--- src/rtl/edge_pack_writer.sv ---
// Binarizes Sobel magnitudes and packs PACK pixels per memory word, with
// per-lane byte enables for partial words and an end-of-frame flush.
module edge_pack_writer #(
    parameter int DATA_WIDTH = 8,
    parameter int ADDR_WIDTH = 16,
    parameter int PACK       = 4
) (
    input  logic                           clk_i,
    input  logic                           rst_ni,
    input  logic                           start_i,
    input  logic [DATA_WIDTH-1:0]          threshold_i,
    input  logic                           pixel_valid_i,
    input  logic [DATA_WIDTH-1:0]          pixel_i,
    input  logic [ADDR_WIDTH-1:0]          pixel_addr_i,
    input  logic                           src_finish_i,
    output logic                           mem_wr_en_o,
    output logic [ADDR_WIDTH-$clog2(PACK)-1:0] mem_addr_o,
    output logic [PACK*DATA_WIDTH-1:0]     mem_data_o,
    output logic [PACK-1:0]                mem_be_o,
    output logic [ADDR_WIDTH:0]            edge_cnt_o,
    output logic                           done_o
);
    localparam int LW  = $clog2(PACK);
    localparam int WAW = ADDR_WIDTH - LW;

    typedef enum logic [1:0] {IDLE, RUN, FLUSH, DONE} state_t;

    state_t                  state_q, state_d;
    logic [DATA_WIDTH-1:0]   thr_q, thr_d;
    logic [PACK*DATA_WIDTH-1:0] buf_q, buf_d;
    logic [PACK-1:0]         be_q, be_d;
    logic [WAW-1:0]          baddr_q, baddr_d;
    logic                    wr_en_q, wr_en_d;
    logic [WAW-1:0]          addr_q, addr_d;
    logic [PACK*DATA_WIDTH-1:0] data_q, data_d;
    logic [PACK-1:0]         obe_q, obe_d;
    logic [ADDR_WIDTH:0]     cnt_q, cnt_d;
    logic                    done_q, done_d;

    logic [LW-1:0]           lane;
    logic [WAW-1:0]          waddr;
    logic                    hit;

    assign lane  = pixel_addr_i[LW-1:0];
    assign waddr = pixel_addr_i[ADDR_WIDTH-1:LW];
    assign hit   = (pixel_i >= thr_q);

    always_comb begin
        state_d = state_q;
        thr_d   = thr_q;
        buf_d   = buf_q;
        be_d    = be_q;
        baddr_d = baddr_q;
        wr_en_d = 1'b0;
        addr_d  = addr_q;
        data_d  = data_q;
        obe_d   = obe_q;
        cnt_d   = cnt_q;
        done_d  = done_q;
        case (state_q)
            IDLE, DONE: begin
                if (start_i) begin
                    state_d = RUN;
                    thr_d   = threshold_i;
                    buf_d   = '0;
                    be_d    = '0;
                    cnt_d   = '0;
                    done_d  = 1'b0;
                end
            end
            RUN: begin
                if (pixel_valid_i) begin
                    // A pixel for another word evicts the partial word first.
                    if (be_q != '0 && waddr != baddr_q) begin
                        wr_en_d = 1'b1;
                        addr_d  = baddr_q;
                        data_d  = buf_q;
                        obe_d   = be_q;
                        buf_d   = '0;
                        be_d    = '0;
                    end
                    for (int k = 0; k < PACK; k++) begin
                        if (lane == LW'(k)) begin
                            buf_d[k*DATA_WIDTH +: DATA_WIDTH] = {DATA_WIDTH{hit}};
                            be_d[k] = 1'b1;
                        end
                    end
                    baddr_d = waddr;
                    // Cannot coincide with an eviction: one lane never fills a word.
                    if (&be_d) begin
                        wr_en_d = 1'b1;
                        addr_d  = waddr;
                        data_d  = buf_d;
                        obe_d   = be_d;
                        buf_d   = '0;
                        be_d    = '0;
                    end
                    if (hit && cnt_q != '1)
                        cnt_d = cnt_q + 1'b1;
                end
                if (src_finish_i)
                    state_d = FLUSH;
            end
            FLUSH: begin
                if (be_q != '0) begin
                    wr_en_d = 1'b1;
                    addr_d  = baddr_q;
                    data_d  = buf_q;
                    obe_d   = be_q;
                end
                buf_d   = '0;
                be_d    = '0;
                state_d = DONE;
                done_d  = 1'b1;
            end
            default: state_d = IDLE;
        endcase
    end

    always_ff @(posedge clk_i or negedge rst_ni) begin
        if (!rst_ni) begin
            state_q <= IDLE;
            thr_q   <= '0;
            buf_q   <= '0;
            be_q    <= '0;
            baddr_q <= '0;
            wr_en_q <= 1'b0;
            addr_q  <= '0;
            data_q  <= '0;
            obe_q   <= '0;
            cnt_q   <= '0;
            done_q  <= 1'b0;
        end else begin
            state_q <= state_d;
            thr_q   <= thr_d;
            buf_q   <= buf_d;
            be_q    <= be_d;
            baddr_q <= baddr_d;
            wr_en_q <= wr_en_d;
            addr_q  <= addr_d;
            data_q  <= data_d;
            obe_q   <= obe_d;
            cnt_q   <= cnt_d;
            done_q  <= done_d;
        end
    end

    assign mem_wr_en_o = wr_en_q;
    assign mem_addr_o  = addr_q;
    assign mem_data_o  = data_q;
    assign mem_be_o    = obe_q;
    assign edge_cnt_o  = cnt_q;
    assign done_o      = done_q;
endmodule
--- config.mk ---
export PLATFORM = sky130hd
export DESIGN_NAME = edge_pack_writer
export DESIGN_NICKNAME = d
export VERILOG_FILES = /design/src/rtl/edge_pack_writer.sv
export SDC_FILE = /design/constraint.sdc
export NUM_CORES = 1
export LEC_CHECK = 0
export ABC_AREA = 0
export CAP_MARGIN = 20
export CORE_ASPECT_RATIO = 1.1
export CORE_UTILIZATION = 53
export CTS_CLUSTER_SIZE = 10
export DETAILED_ROUTE_END_ITERATION = 12
export HOLD_SLACK_MARGIN = 0.15
export PLACE_DENSITY = 0.92
export REMOVE_ABC_BUFFERS = 1
export SKIP_CTS_REPAIR_TIMING = 1
export SLEW_MARGIN = 10
export SYNTH_ARGS = -nofsm -noshare
export SYNTH_HDL_FRONTEND = slang
export SYNTH_SLANG_ARGS = --single-unit
--- constraint.sdc ---
create_clock -name clk_i -period 3.1 [get_ports clk_i]
set_clock_uncertainty 0.2 [all_clocks]
set_input_delay 0.31 -clock clk_i [delete_from_list [all_inputs] [get_ports clk_i]]
set_output_delay 0.31 -clock clk_i [all_outputs]
set_load 0.03 [all_outputs]
# Word level (Yosys, flattened, before mapping)
# Cells that the tools add are included.
# classes
order_cmp	1
addsub	1
eq_ne	14
n_reduce_logical	17
n_mux	55
# op_table
cell	count
$mux W32	8
$pmux W32 S3	1
$pmux W32 S2	1
$mux W14	4
$mux W17	3
$pmux W17 S2	1
$mux W4	8
$mux W8	4
$pmux W14 S2	1
$add A17 B1 Y17 const B	1
$mux W1	17
$ne A17 B17 Y1 const B	1
$ne A14 B14 Y1	1
$pmux W4 S3	1
$reduce_and A4 Y1	3
$ne A2 B2 Y1 const B	5
$reduce_and A2 Y1	5
$eq A2 B2 Y1 const B	4
$ge A8 B8 Y1	1
$pmux W4 S2	1
$pmux W2 S3	1
$reduce_bool A2 Y1	3
$eq A2 B1 Y1 const B	2
$logic_not A2 Y1	2
other kinds (6)	9
# totals
out_inout_bits	69
inputBits	37
word_cells	99
reg_bits	129

# Depth between registers and ports, before layout
# logic_depth
ltp_word	10
mapped_depth	12
ltp_nobuf	10

# Worst setup path after synthesis
# Ideal clock, no wire load.
# synth_path
path_type	flip-flop to flip-flop
start	register cnt_q[0] (netlist: edge_cnt_o[0])
end	register cnt_q[7] (netlist: edge_cnt_o[7])
synth_period_minus_slack_ps	2912
required_ps	2822
t_arrival_ps	2634
path_buffers	2
slack_ps	188
setup_ps	78
path_stages_with_launch	13
path_cell_list	dfrtp_1 > ha_1 > nand2_1 > nor2_1 > and4_1 > and3_1 > ha_1 > a21oi_1 > and3_1 > clkbuf_1 > clkbuf_1 > nand3_1 > a21oi_1
# synth_between
elab_chain_len	4
word_cells_on_any_way	8
cone_classes	add/sub (1); eq/ne (2); mux (3); reduce/logical (2)
# synth_lines
element	line	source
start, declared	37	logic [ADDR_WIDTH:0] cnt_q, cnt_d;
start signal, assigned	143	cnt_q <= cnt_d;
$add A17 B1 Y17 / $ne A17 B17 Y1 (equally long branches)	99, 98	
$mux W17 / $logic_and A1 B1 Y1 (equally long branches)	98	if (hit && cnt_q != '1)
$mux W17 / $ne A2 B2 Y1 (equally long branches)	-	
$pmux W17 S2 / $reduce_and A4 Y1 (equally long branches)	-	
# Several ways; a longest one is shown, not always the timed one. The select of a mux whose other input is x is not followed.
# A chain may end at the register's enable or synchronous reset.

# Final worst setup path
# layout_path
start	register cnt_q[0] (netlist: edge_cnt_o[0])
end	register cnt_q[0] (netlist: edge_cnt_o[0])
# Same word-level chain as after synthesis.

==> flow_metrics.env <==
export IMPL_status="finished, final reports clean"
export IMPL_synth_xor_area_share_pct=2.936
export IMPL_yosysTopAreaCellShare_pct=54.11
export IMPL_initial_core_util_pct=54.43
export IMPL_drc_errors=0
export IMPL_leakagePower_nw=3.682
export IMPL_overflow=0
export IMPL_route_detailed_wl_per_inst_um=16.32
export IMPL_cp_common_cell="ha_1"
export IMPL_netlist_instances=530
export IMPL_internal_power_mw=4.797
export IMPL_final_cell_mix="dfrtp_1 (129), clkdlybuf4s50_1 (104), nor2_1 (60), a31oi_1 (40), nand2_1 (37)"
export IMPL_synthSimpleGateAreaFrac_pct=15.54
export IMPL_synthMuxAreaShare_pct=8.180
export IMPL_synth_top_family_by_area="simple AND/OR/NAND/NOR gates"
export IMPL_row_count=40
export IMPL_ctsLongestPathBuffers=2
export IMPL_via_per_inst=5.572
export IMPL_seqPwrFrac_pct=33.9
export IMPL_hold_ws_ps=232.6
export IMPL_yosysWarnings=0
export IMPL_grt_pass1_vias=4790
export IMPL_synth_area_per_cell_um2=11.26
export IMPL_worstSkewPairLatency_ps=410
export IMPL_synth_top_area_cell="dfrtp_1"
export IMPL_cpMaxStageDelayCell="dfrtp_1"
export IMPL_cts_tree="built"
export IMPL_synth_area_leaders="dfrtp_1 (54%), mux2_2 (4.5%), a31oi_1 (4.2%), nor2_1 (3.8%), a21o_1 (3.6%)"
export IMPL_grt_pass1_wl_um=22630
export IMPL_ant_nets=0
export IMPL_cts_sinks=129
export IMPL_die_w_um=103.2
export IMPL_grt_max_degree=65
export IMPL_drtIter0Drc=217
export IMPL_crit_arrival_ps=2910
export IMPL_ys_types=46
export IMPL_drive_above_1_share_pct=16.74
export IMPL_diodes=0
export IMPL_slowest_delay_ps=440
export IMPL_grt_setup_unrepaired="false"
export IMPL_ys_ff_latch=129
export IMPL_hold_viol=0
export IMPL_gp_congestion=0.8609
export IMPL_root_buffer="clkbuf_16"
export IMPL_power_density_nw_per_um2=986.6
export IMPL_fmax_mhz=356.2
export IMPL_final_common_cell="dfrtp_1"
export IMPL_crit_family="simple AND/OR/NAND/NOR gates"
export IMPL_dr_pass1_iters=4
export IMPL_ir_drop_uv=477.8
export IMPL_synth_edf_count=0
export IMPL_drv_slew=0
export IMPL_die_y_um=113.3
export IMPL_antenna_found_initial=0
export IMPL_synth_compound_area_share_pct=13.72
export IMPL_p_clk_share_pct=23.0
export IMPL_place_worst_setup_slack_ps=84.32
export IMPL_critPathMaxFanout=16
export IMPL_rrSetupSlack_ps=290
export IMPL_hp_class="in2async"
export IMPL_critical_path_buf_inv_count=0
export IMPL_final_area_um2=7861
export IMPL_max_slew_margin_pct=60.58
export IMPL_period_share_pct=90.55
export IMPL_setup_viol=0
export IMPL_seq_area_frac_synth_pct=54.11
export IMPL_maxCapViolations=0
export IMPL_cts_max_level=4
export IMPL_nFillCells=735
export IMPL_worst_pin_slew_ps=586.8
export IMPL_sw_frac_of_total_pct=38.15
export IMPL_die_area_um2=11680
export IMPL_synthArstFlopShare_pct=100.0
export IMPL_layout_nets=712
export IMPL_pwr_share_comb_pct=43.1
export IMPL_endpoint_kind="register"
export IMPL_cts_clk_slew_worst_paths_ps=60
export IMPL_finish_utilization_pct=71.72
export IMPL_synth_ff_type="dfrtp_1"
export IMPL_min_period_ps=2807
export IMPL_worst_setup_path_type="reg2reg"
export IMPL_synthAdderAreaFrac_pct=2.727
export IMPL_cp_start_kind="register"
export IMPL_cts_buffers=17
export IMPL_area_delta_synth_final_pct=31.77
export IMPL_tns_ps=0
export IMPL_synthesis_area_um2=5966
export IMPL_hpwlAfterDp_um=9713
export IMPL_switchingPower_mw=2.959
export IMPL_detailed_place_area_um2=7313
export IMPL_fin_ws_ps=292.8
export IMPL_ioPinCount=106
export IMPL_vias=4580
export IMPL_crit_required_ps=3200
export IMPL_grtUsageTotal_pct=25.50
export IMPL_wl_um=13420
export IMPL_port_buffers=105
export IMPL_coreArea_um2=10960
export IMPL_path_cells="ha_1 > nand2_1 > nor2_1 > and4_1 > and3_1 > ha_1 > a21oi_1 > and3_2 > mux2_2"
## cell families after synthesis
family	count (synthesis)
buffers and inverters	34
xor gates and xnor gates	20
DFF	129
adders and majority gates	13
AOI/OAI and AO/OA	112
and+or+nand+nor	183
muxes	39
## flip-flops by register name, summed over array words and instances, names as in the netlist
| signal | flops |
|---|---|
| mem_be_o | 4 |
| mem_data_o | 32 |
| edge_cnt_o | 17 |
| baddr_q | 14 |
| done_o | 1 |
| mem_addr_o | 14 |
| buf_q | 32 |
| be_q | 4 |
| state_q | 2 |
| thr_q | 8 |
| mem_wr_en_o | 1 |
## metrics by stage
stage | power, mW | instances
final | 7.756 | 822
after CTS | 7.790 | 821
after detailed placement | 5.992 | 789
after global routing | 8.195 | 822
after global placement | 5.819 | 789
after floorplan | 4.667 | 513
## cell usage after synthesis, drive strengths merged, types with 3 or more instances
cell and instances:
nand4 7, a22o 4, nand3 9, nor2b 4, dfrtp 129, a21o 29
or2 4, nor2 60, nand2 40, nor4 8, buf 9, a31oi 40
clkbuf 8, and2 5, nor3 4, o21ai 15, and3 8, a21oi 9
o21a 3, nand2b 27, inv 17, mux2 39, and4 4, xor2 19
ha 13
## worst reg2reg max path: stages (launching register included)
cell	delay, ps
dfrtp_1	440
ha_1	230
nand2_1	70
nor2_1	50
and4_1	230
and3_1	170
ha_1	240
a21oi_1	290
and3_2	410
mux2_2	380
## final timing paths
check                                    from        endpoint  depth (start not counted)
worst min-delay path                   rst_ni  mem_data_o[26]                          2
worst min register to register       buf_q[0]        buf_q[0]                          2
worst max-delay path            edge_cnt_o[0]   edge_cnt_o[0]                          9
max in group asynchronous              rst_ni        buf_q[0]                          3
min in group clk_i                   buf_q[0]        buf_q[0]                          2
worst max register to register  edge_cnt_o[0]   edge_cnt_o[0]                          9
## power by group through the flow
stage / Clock [mW] / Sequential (mW) / Combinational [mW]
after floorplan: 0 / 3.25 / 1.42
after global placement: 0 / 2.61 / 3.21
after detailed placement: 0 / 2.65 / 3.34
after CTS: 1.80 / 2.63 / 3.35
after global routing: 1.87 / 2.69 / 3.63
final: 1.78 / 2.63 / 3.34
## metal layers
layer / GRT usage [%] / up-vias / wire (um) / part of all wire, %
met5: 0 / - / 0 / 0
met4: 11.27 / 0 / 347 / 2.6
met3: 7.103 / 33 / 691 / 5.2
met2: 43.91 / 155 / 7120 / 53
met1: 29.27 / 2236 / 5257 / 39
li1: - / 2156 / - / -
## cell type report
cell class,count,area [um^2],area share (%)
clock buffers,23,478.0,6.080
clock inverters,9,58.81,0.7481
inverters,17,63.81,0.8117
multi-input cells,367,2572,32.72
flip-flops and latches,129,3228,41.06
well taps,147,183.9,2.340
repair buffers,130,1276,16.23
(Power assumes the default switching activity.)
